$ cat src/rtl/cnn_pkg.sv
// Shared types and default geometry for the pooled-map / conv pipeline.
package cnn_pkg;
    typedef logic [15:0] pix_t;

    localparam int pool_width  = 14;
    localparam int pool_height = 14;
    localparam int pool_depth  = 6;
    localparam int conv_k      = 5;

    typedef enum logic {
        st_fill,
        st_stream
    } win_state_t;
endpackage

$ cat src/rtl/line_buffer_row.sv
// One row of pixel history: a width-deep shift line; tap is the pixel
// accepted exactly width enables ago (same column, previous row).
module line_buffer_row
    import cnn_pkg::*;
#(
    parameter int width = pool_width
) (
    input  logic clk,
    input  logic en,
    input  pix_t din,
    output pix_t tap
);
    pix_t line [0:width-1];

    always_ff @(posedge clk) begin
        if (en) begin
            line[0] <= din;
            for (int i = 1; i < width; i++) begin
                line[i] <= line[i-1];
            end
        end
    end

    assign tap = line[width-1];
endmodule

$ cat src/rtl/conv_window_linebuf.sv
// Streaming k x k window generator: k-1 chained line buffers feed a window
// shift register; emitted windows sit in a backpressure-aware output register.
//
// state     | meaning
// st_fill   | row < k-1, priming line buffers, no windows emitted
// st_stream | row >= k-1, one window per accepted pixel with col >= k-1
module conv_window_linebuf
    import cnn_pkg::*;
#(
    parameter int width  = pool_width,
    parameter int height = pool_height,
    parameter int depth  = pool_depth,
    parameter int k      = conv_k
) (
    input  logic                                     clk,
    input  logic                                     rst,
    input  pix_t                                     in_pix,
    input  logic                                     in_valid,
    output logic                                     in_ready,
    output pix_t                                     out_win [0:k-1][0:k-1],
    output logic                                     out_valid,
    input  logic                                     out_ready,
    output logic [$clog2(depth > 1 ? depth : 2)-1:0] out_ch,
    output logic                                     out_last,
    output logic                                     frame_done
);
    localparam int colw = $clog2(width);
    localparam int roww = $clog2(height);
    localparam int chw  = $clog2(depth > 1 ? depth : 2);

    localparam logic [colw-1:0] col_last  = colw'(width - 1);
    localparam logic [colw-1:0] col_first = colw'(k - 1);
    localparam logic [roww-1:0] row_last  = roww'(height - 1);
    localparam logic [roww-1:0] row_prime = roww'(k - 2);
    localparam logic [chw-1:0]  ch_last   = chw'(depth - 1);

    logic [colw-1:0] col;
    logic [roww-1:0] row;
    logic [chw-1:0]  ch;
    win_state_t      state;

    logic accept, emit, at_col_end, at_row_end;

    pix_t lb_din  [0:k-2];
    pix_t lb_tap  [0:k-2];
    pix_t newcol  [0:k-1];
    pix_t win     [0:k-1][0:k-1];
    pix_t win_nxt [0:k-1][0:k-1];

    assign in_ready   = !out_valid || out_ready;
    assign accept     = in_valid && in_ready;
    assign at_col_end = (col == col_last);
    assign at_row_end = (row == row_last);
    assign emit       = accept && (state == st_stream) && (col >= col_first);
    assign frame_done = out_valid && out_ready && out_last && (out_ch == ch_last);

    assign lb_din[0] = in_pix;
    for (genvar i = 0; i < k - 1; i++) begin : g_lb
        if (i > 0) begin : g_chain
            assign lb_din[i] = lb_tap[i-1];
        end
        line_buffer_row #(.width(width)) u_row (
            .clk (clk),
            .en  (accept),
            .din (lb_din[i]),
            .tap (lb_tap[i])
        );
    end

    // Deepest tap is the oldest row, so it lands at the top of the new column.
    always_comb begin
        for (int r = 0; r < k - 1; r++) begin
            newcol[r] = lb_tap[k-2-r];
        end
        newcol[k-1] = in_pix;
    end

    always_comb begin
        for (int r = 0; r < k; r++) begin
            for (int c = 0; c < k - 1; c++) begin
                win_nxt[r][c] = win[r][c+1];
            end
            win_nxt[r][k-1] = newcol[r];
        end
    end

    always_ff @(posedge clk) begin
        if (accept) begin
            win <= win_nxt;
        end
    end

    always_ff @(posedge clk or negedge rst) begin
        if (!rst) begin
            col       <= '0;
            row       <= '0;
            ch        <= '0;
            state     <= st_fill;
            out_valid <= 1'b0;
            out_last  <= 1'b0;
            out_ch    <= '0;
            for (int r = 0; r < k; r++) begin
                for (int c = 0; c < k; c++) begin
                    out_win[r][c] <= '0;
                end
            end
        end else begin
            if (accept) begin
                if (at_col_end) begin
                    col <= '0;
                    if (at_row_end) begin
                        row   <= '0;
                        ch    <= (ch == ch_last) ? '0 : ch + chw'(1);
                        state <= st_fill;
                    end else begin
                        row <= row + roww'(1);
                        if (row == row_prime) begin
                            state <= st_stream;
                        end
                    end
                end else begin
                    col <= col + colw'(1);
                end
            end

            // A new window replaces the old one in the same cycle it drains.
            if (emit) begin
                out_valid <= 1'b1;
                out_win   <= win_nxt;
                out_ch    <= ch;
                out_last  <= at_row_end && at_col_end;
            end else if (out_ready) begin
                out_valid <= 1'b0;
            end
        end
    end
endmodule

$ cat config.mk
export PLATFORM = sky130hd
export DESIGN_NAME = conv_window_linebuf
export DESIGN_NICKNAME = d
export VERILOG_FILES = /design/src/rtl/cnn_pkg.sv /design/src/rtl/line_buffer_row.sv /design/src/rtl/conv_window_linebuf.sv
export SDC_FILE = /design/constraint.sdc
export NUM_CORES = 1
export LEC_CHECK = 0
export ABC_AREA = 0
export CELL_PAD_IN_SITES_DETAIL_PLACEMENT = 0
export CELL_PAD_IN_SITES_GLOBAL_PLACEMENT = 1
export CORE_ASPECT_RATIO = 0.9
export CORE_UTILIZATION = 56
export CTS_BUF_LIST = sky130_fd_sc_hd__clkbuf_4
export DETAILED_ROUTE_END_ITERATION = 12
export PLACE_DENSITY_LB_ADDON = 0.1
export SLEW_MARGIN = 20
export SYNTH_ARGS = -nofsm -noshare
export SYNTH_HDL_FRONTEND = slang
export SYNTH_SLANG_ARGS = --single-unit
$ cat constraint.sdc
create_clock -name clk -period 21.2 [get_ports clk]
set_input_delay 4.24 -clock clk [delete_from_list [all_inputs] [get_ports clk]]
set_output_delay 4.24 -clock clk [all_outputs]
set_load 0.05 [all_outputs]
* Yosys cells after proc, flatten, opt, wreduce, memory -nomap -nowiden
Memories as Yosys holds them, arrays and structs flattened. Cells that the tools add are included.
Storage, ports and cells: output and inout bits 407, bits in writable memories 896, register bits 737, memories kept 4
Memory list:
- g_lb[0].u_row.line | words 14, bits a word 16, rd ports 14, clocked after Yosys merged registers in 0, wr ports 14, line line_buffer_row.sv:13 | pix_t line [0:width-1];
- g_lb[1].u_row.line | words 14, bits a word 16, rd ports 14, clocked after Yosys merged registers in 0, wr ports 14, line line_buffer_row.sv:13
- g_lb[2].u_row.line | words 14, bits a word 16, rd ports 14, clocked after Yosys merged registers in 0, wr ports 14, line line_buffer_row.sv:13
- g_lb[3].u_row.line | words 14, bits a word 16, rd ports 14, clocked after Yosys merged registers in 0, wr ports 14, line line_buffer_row.sv:13
Operators by class: reductions and logical operators 14, equal/unequal tests 5, multiplexer cells 9, $add $sub $neg 3, order comparisons 1
Operators with widths (count):
- adder 4 x 1 -> 4 bit (second input constant) | 2
- equality test 4 bit (second input constant) | 2
- two-way mux 4 bit | 2
- logical AND 1 bit | 7
- equality test 3 bit (second input constant) | 2
- two-way mux 1 bit | 6
- AND reduction 3 bit | 2
- equality test 4 x 2 -> 1 bit (second input constant) | 1
- greater-or-equal comparator 4 x 3 -> 1 bit (second input constant) | 1
- nonzero test 2 bit | 2
- adder 3 x 1 -> 3 bit (second input constant) | 1
- two-way mux 3 bit | 1
- AND reduction 2 bit | 1
- zero test 1 bit | 1
- logical OR 1 bit | 1

* Longest topological paths before layout
Gate-level depths: netlist of the first run.
depth after elaboration 6, gate-level depth with buffers 7, gate-level depth less buffers 4

* Modules after synthesis
Synthesis of the first run repeated with hierarchy kept, for this count alone.
Unflattened totals: cells, all modules 2190, area total of the unflattened synthesis 54420.9 µm²
By module, submodules not included:
- line_buffer_row | area each 6846.6 µm², instances 4, cells an instance 240, seq. area each 6726.5 µm²
- conv_window_linebuf | area each 27034.7 µm², instances 1, cells an instance 1230, seq. area each 20044.2 µm²

* Least setup slack after synthesis of the first run
Ideal clock, no wire load.
path kind input port to flip-flop, start point input port in_valid, end point register out_win[221] (netlist name), required time 21075 ps, buffers on the path 3, arrival time 13978 ps, setup time 125 ps, slack 7097 ps, stages 7, cells stage by stage inv_2 nor2_8 o211ai_2 buf_6 buf_8 buf_8 mux2_4
Between the ends: longest elaborated chain between the ends 3
RTL lines:
- start, declared | line conv_window_linebuf.sv:18 | input logic in_valid,
- logical AND 1 bit | line conv_window_linebuf.sv:51 | assign accept = in_valid && in_ready;
- named net accept | line conv_window_linebuf.sv:42 | logic accept, emit, at_col_end, at_row_end;
- logical AND 1 bit (2 in a row) | line conv_window_linebuf.sv:54 | assign emit = accept && (state == st_stream) && (col >= col_first);
- end signal, assigned | line conv_window_linebuf.sv:129 | out_win <= win_nxt;
- end, declared | line conv_window_linebuf.sv:20 | output pix_t out_win [0:k-1][0:k-1],
The timed path passes the listed nets, and every way through them passes these cells. A chain may end at the register's enable or synchronous reset.

* Worst setup path after layout of the first run
start point input port out_ready, end point output port frame_done
Between the ends: longest elaborated chain between the ends 3
RTL lines:
- start, declared | line conv_window_linebuf.sv:22 | input logic out_ready,
- logical AND 1 bit (3 in a row) | line conv_window_linebuf.sv:55 | assign frame_done = out_valid && out_ready && out_last && (out_ch == ch_last);
- end, declared | line conv_window_linebuf.sv:25 | output logic frame_done
No other way between the ends.

==> flow_summary_export.csv, run 1 <==
group,metric,value,unit
route,drtAntennaViolNets,0,
timing,layout_setup_ws,11020,ps
timing,fin_tns_setup,0,ps
yosys,synth-xor-area-share,0.000571,
global_routing,grtUsageTotal,0.188,
worst_setup_path,start_kind,"input pin",
worst_setup_path,crit_top_cell,"clkdlybuf4s50_1",
yosys,yosysSeqAreaShare,0.853,
route,dr_total_vias,19600,
die,die_w,304,um
die,initial_core_util,0.566,
power,p_clk_frac,0.335,
power,p_per_area,117,nW/um^2
timing,rsz0062_at_grt,"false",
min_path,hp-start,"g_lb[0].u_row.line[0][101]",
die,coreArea,81300,sq um
worst_setup_path,cp.depth,4,
route,wl_per_cell,19.6,um
cells_and_area,nets,2640,
yosys,synth_most_common_cell,"edfxtp_1",
cts,clkTransAtPathRegs,60,ps
timing,max_slew_margin,0.255,
power,swShare,0.263,
global_routing,grt_use_met1,0.244,
timing,period_needed,10180,ps
global_routing,use_met3,0.0651,
power,p_leak,0.0232,uW
cts,clk_latency,1080,ps
worst_setup_path,r2r-end,"g_lb[2].u_row.line[1][56]",
cts,ctsHoldBuffers,0,
place,hpwl,43.9,mm
worst_setup_path,r2r_setup_slack,16750,ps
global_routing,grt_pass1_wl,120,mm
global_routing,grt_pass1_vias,21100,
yosys,synth_commonest_cells,"960 x edfxtp_1, 417 x dfrtp_1, 349 x mux2_4, 59 x mux2_2, 22 x buf_6",
yosys,ys_warn_count,0,
place,portBuffers,426,
worst_setup_path,critical_path_class,"input pin to output port",
worst_setup_path,end_kind,"output port",
power,combPwrFrac,0.147,
cts,cts_resized,0,
yosys,synth_top_family_by_area,"multiplexers",
worst_setup_path,path_buf_inv,2,
place,dp_slack,11030,ps
timing,tightest_slew,1120,ps
yosys,synth_top_area_share,0.627,
power,p_switching,1710,uW
timing,final_max_slew_viol_count,0,
cells_and_area,drive_above_1_share,0.344,
yosys,synth.avg_cell_area,24.6,sq um
global_routing,busiest_layer,"met2",
worst_setup_path,cp_top_family,"buffers and inverters",
yosys,yosysTopAreaCell,"edfxtp_1",
min_path,hold_path_class,"flip-flop to flip-flop",
yosys,synthAdderAreaFrac,0,
yosys,synth-seq-cells,1377,
place,gp_congestion,0.764,
power,p_int,4800,uW
yosys,synth_edf_count,960,
yosys,synth-compound-area-share,0.00117,
outcome,status,"completed",
route,viasPerCell,4.98,
power,total_power,6500,uW
yosys,syn-cell-area,46000,sq um
yosys,synthSimpleGateAreaFrac,0.00389,
worst_setup_path,crit_slowest_cell,"clkdlybuf4s50_1",
timing,finalSetupViolCount,0,
global_routing,overflow,0,
worst_setup_path,rr_worst_depth,5,
global_routing,grt_max_degree,152,
timing,max_freq,98.3,MHz
yosys,synthFlopType,"edfxtp_1",
yosys,synth_cell_types,32,
min_path,min_delay_path_depth,0,
cts,postCtsSetupBuffers,0,
yosys,synthesis.nets,1890,
yosys,async_reset_ff_frac,0.303,
power,pwr-share-seq,0.518,
global_routing,use_met2,0.289,
cts,cts.sinks,1377,
cts,cts_root_buffer,"clkbuf_4",
worst_setup_path,crit_required,16960,ps
cts,clockBufferDepth,4,
yosys,ys_top_cells_by_area,"edfxtp_1 63%, dfrtp_1 23%, mux2_4 11%",
cts,htreeDepth,5,
timing,hold_viol,0,
power,vdd_drop_max,69.2,uV
cts,cts_tree,"built",
worst_setup_path,crit_chain,"clkdlybuf4s50_1 > nand4_1 > nor3b_1 > clkdlybuf4s50_1",
timing,min_period_over_period,0.480,
worst_setup_path,crit_arrival,5940,ps
yosys,netlist_instances,1870,
cells_and_area,syn_to_final_growth,21.2,%
yosys,synth.mux.area_fraction,0.129,
timing,skew,77.6,ps
worst_setup_path,r2r-start,"out_valid",
route,firstDrtPassIters,4,
worst_setup_path,crit_path_max_incr_delay,840,ps
route,wl,77.0,mm
route,drt_iter0_markers,1129,
flow_run,maxCapViolations,0,
die,dieArea,83300,sq um
global_routing,antenna_found_initial,5,
route,drc,0,
worst_setup_path,worstPathMaxFanout,2,
die,rows,99,
cts,cts_buffers,345,
die,die_h,274,um
min_path,min_to,"g_lb[0].u_row.line[0][117]",
die,io_pins,427,
[final cells by class]
class / instances / area, sq um
Fill cell: 5219 / 25500
Clock buffer: 540 / 4050
Multi-Input combinational cell: 446 / 6190
Clock inverter: 64 / 363
Antenna cell: 3 / 7.51
Timing Repair Buffer: 448 / 4540
Tap cell: 1060 / 1330
Inverter: 2 / 7.51
Sequential cell: 1377 / 39300
[cells in the final DEF, fill, tap and decap left out, types with 3 or more instances in the layout]
cell             netlist  routed
edfxtp_1             960     960
clkbuf_4               0     540
clkdlybuf4s50_1        0     425
dfrtp_1              417     417
mux2_4               349     349
mux2_2                59      59
clkinv_1               0      53
buf_4                  0      15
nand2_1                4       4
nor2_1                 4       4
clkinvlp_4             0       4
bufinv_16              0       4
buf_12                 2       4
diode_2                0       3
a21oi_1                3       3
xor2_1                 3       3
buf_16                 0       3
[through the flow]
step,util,std cells,cell area [sq um],hold WS [ps]
after floorplan,-,1870,46000,400
after global placement,0.631,3330,51300,400
after detailed placement,0.631,3330,51300,405
after CTS,0.685,3934,55700,338
after global routing,0.686,3939,55800,336
final,0.686,3940,55800,353
[worst max path at each step]
stage	from	to
after floorplan	in_valid	out_win[221]
after detailed placement	out_ready	frame_done
after CTS	out_ready	frame_done
after global placement	out_ready	frame_done
final	out_ready	frame_done
after global routing	out_ready	frame_done
[flip-flops by register name, summed over array words and instances, names as in the netlist]
register         count
out_last             1
state                1
g_lb.u_row.line    692
ch                   3
out_valid            1
col                  4
out_ch               3
win                268
out_win            400
row                  4
[layer usage]
| layer | vias up | share of wire |
|---|---|---|
| li1 | 8906 | - |
| met1 | 10100 | 0.43 |
| met2 | 497 | 0.49 |
| met3 | 143 | 0.058 |
| met4 | 2 | 0.023 |
| met5 | - | 0.00014 |
[power groups by stage]
stage / clock, uW / sequential [uW] / combinational, uW
finish: 2180 / 3370 / 953
global route: 2410 / 3400 / 992
CTS: 2280 / 3380 / 962
detailed placement: 0 / 3430 / 958
global placement: 0 / 3420 / 950
floorplan: 0 / 3770 / 306
[kinds of logic (layout without fill, tap and decap cells)]
family,Yosys count,after routing
muxes,410,410
other,0,3
xor gates and xnor gates,3,3
AOI/OAI and AO/OA,8,8
buffers and inverters,47,1054
and+or+nand+nor,25,25
DFF,1377,1377
[worst reg2reg max path: stages, from the launching register on]
cell     delay [ps]
dfrtp_1         390
nor2b_4         170
nor2_8          710
buf_4           930
buf_4           770
buf_4          1000
(Power assumes the default switching activity.)
==> run 2: changes to the inputs <==
--- a/config.mk
+++ b/config.mk
@@ -9,7 +9,7 @@
 export CELL_PAD_IN_SITES_DETAIL_PLACEMENT = 0
 export CELL_PAD_IN_SITES_GLOBAL_PLACEMENT = 1
 export CORE_ASPECT_RATIO = 0.9
-export CORE_UTILIZATION = 56
+export CORE_UTILIZATION = 47
 export CTS_BUF_LIST = sky130_fd_sc_hd__clkbuf_4
 export DETAILED_ROUTE_END_ITERATION = 12
 export PLACE_DENSITY_LB_ADDON = 0.1
==> constraint.sdc (replaced) <==
create_clock -name clk -period 9 [get_ports clk]
set_input_delay 1.8 -clock clk [delete_from_list [all_inputs] [get_ports clk]]
set_output_delay 1.8 -clock clk [all_outputs]
set_load 0.05 [all_outputs]
==> run 2 against run 1 <==
  * Critical path depth is the same
  * Clock-buffer cell count rose by 23
  * Register-to-register slack worse by 11000 ps
  * Combinational power rose by 140%
  * Worst hold slack improved by 37 ps
  * Cell count rose by 5.7%
  * Clock power increased by 140%
  * Global-route usage shrank 2.6 points
  * First-iteration DRC count shrank 6.9%
  * Power up 140%
  * Largest cell class unchanged
  * Largest power group unchanged
==> flow_summary_export.csv, run 2 (synthesis gave the netlist of run 1 again) <==
group,metric,value,unit
route,wl,79.1,mm
timing,fin_tns_setup,0,ps
worst_setup_path,crit_arrival,3450,ps
timing,skew,59.3,ps
cells_and_area,stdcell_count,4163,
outcome,status,"completed",
place,portBuffers,426,
worst_setup_path,rr_worst_depth,4,
die,dieArea,99100,sq um
die,die_w,332,um
global_routing,grtUsageTotal,0.162,
worst_setup_path,r2r-end,"win[185]",
timing,tightest_slew,1170,ps
timing,final_max_slew_viol_count,0,
cells_and_area,layout_common_cells,"960 x edfxtp_1, 563 x clkbuf_4, 425 x clkdlybuf4s50_1, 417 x dfrtp_1, 350 x mux2_4",
cells_and_area,top_register,"g_lb.u_row.line",
place,place_inst,3534,
route,wl_per_cell,19.0,um
global_routing,antenna_found_initial,5,
worst_setup_path,r2r-start,"out_valid",
route,drt_iter0_markers,1051,
cells_and_area,nets,2648,
global_routing,grt_pass1_wl,124,mm
cts,ctsHoldBuffers,0,
cts,cts_root_buffer,"clkbuf_4",
worst_setup_path,worstPathMaxFanout,2,
place,place_area,51600,sq um
min_path,hold_path_class,"flip-flop to flip-flop",
timing,hold_viol,0,
timing,max_freq,190,MHz
timing,finalSetupViolCount,0,
worst_setup_path,end_kind,"output port",
cells_and_area,largest_register_ffs,692,
cts,cts.sinks,1377,
die,coreArea,96800,sq um
timing,period_needed,5250,ps
worst_setup_path,r2r_setup_slack,5370,ps
cells_and_area,drive_above_1_share,0.348,
die,initial_core_util,0.476,
power,p_leak,0.0233,uW
place,hpwl,44.6,mm
cts,postCtsSetupBuffers,0,
cells_and_area,top_regs,"g_lb.u_row.line (692), out_win (400), win (268)",
timing,hold_ws,390,ps
route,dr_total_vias,19600,
min_path,hp-start,"g_lb[3].u_row.line[1][45]",
power,p_per_area,275,nW/um^2
min_path,min_delay_path_depth,0,
flow_run,maxCapViolations,0,
route,drtAntennaViolNets,0,
worst_setup_path,crit_required,7200,ps
route,drc,0,
worst_setup_path,startpoint,"out_ready",
cells_and_area,final_area,56100,sq um
cts,clk_latency,1090,ps
die,io_pins,427,
timing,min_period_over_period,0.584,
cts,cts_resized,0,
power,vdd_drop_max,133,uV
timing,max_slew_margin,0.220,
global_routing,grt_max_degree,186,
die,rows,108,
cts,cts_buffers,357,
worst_setup_path,critical_path_class,"input pin to output port",
cells_and_area,final_common_cell,"edfxtp_1",
timing,rsz0062_at_grt,"false",
cts,clockBufferDepth,4,
global_routing,overflow,0,
cells_and_area,syn_to_final_growth,22.0,%
route,viasPerCell,4.72,
cts,clkTransAtPathRegs,80,ps
global_routing,grt_pass1_vias,21300,
cts,cts_tree,"built",
route,firstDrtPassIters,4,
place,gp_congestion,0.737,
die,die_h,299,um
worst_setup_path,start_kind,"input pin",
cts,htreeDepth,5,
worst_setup_path,crit_path_end,"frame_done",
## run 2: worst max-delay path, stage by stage
cell,delay [ps]
clkdlybuf4s50_1,530
nand4_1,90
nor3b_1,200
clkdlybuf4s50_1,830
## run 2: per-stage QoR
stage          total power [uW]   util  worst slack [ps]
6_report                  15500  0.580              3750
2_1_floorplan              9610      -             -2580
3_3_place_gp              10300  0.533              3640
5_1_grt                   16200  0.580              3700
4_1_cts                   15800  0.580              3740
3_5_place_dp              10300  0.533              3520
## run 2: cell type report
class                           instances  area [sq um]
Fill cell                            7307         40600
Sequential cell                      1377         39300
Multi-Input combinational cell        446          6200
Timing Repair Buffer                  444          4500
Clock buffer                          563          4230
Tap cell                             1265          1580
Clock inverter                         63           345
Inverter                                2          7.51
Antenna cell                            3          7.51
## run 2: how the worst min path moves through the flow
| stage | end | slack [ps] |
|---|---|---|
| 2_1_floorplan | g_lb[0].u_row.line[0][100] | 400 |
| 3_3_place_gp | g_lb[2].u_row.line[1][44] | 400 |
| 3_5_place_dp | g_lb[0].u_row.line[0][122] | 400 |
| 4_1_cts | g_lb[3].u_row.line[1][41] | 370 |
| 5_1_grt | g_lb[3].u_row.line[1][90] | 380 |
| 6_report | g_lb[3].u_row.line[1][61] | 390 |
## run 2: power breakdown
group	switching, uW	internal (uW)	total, uW	leakage (uW)
registers	344	7590	7940	0.0151
logic	1370	875	2250	0.00542
clock network	2340	2940	5280	0.00276
total	4060	11400	15500	0.0233
## run 2: metal layers
layer	vias up	GRT usage	wire length, um
met5	-	0	0
met4	0	0.0750	1620
met3	104	0.0543	4500
met2	509	0.247	38600
met1	10100	0.213	34300
li1	8943	-	-
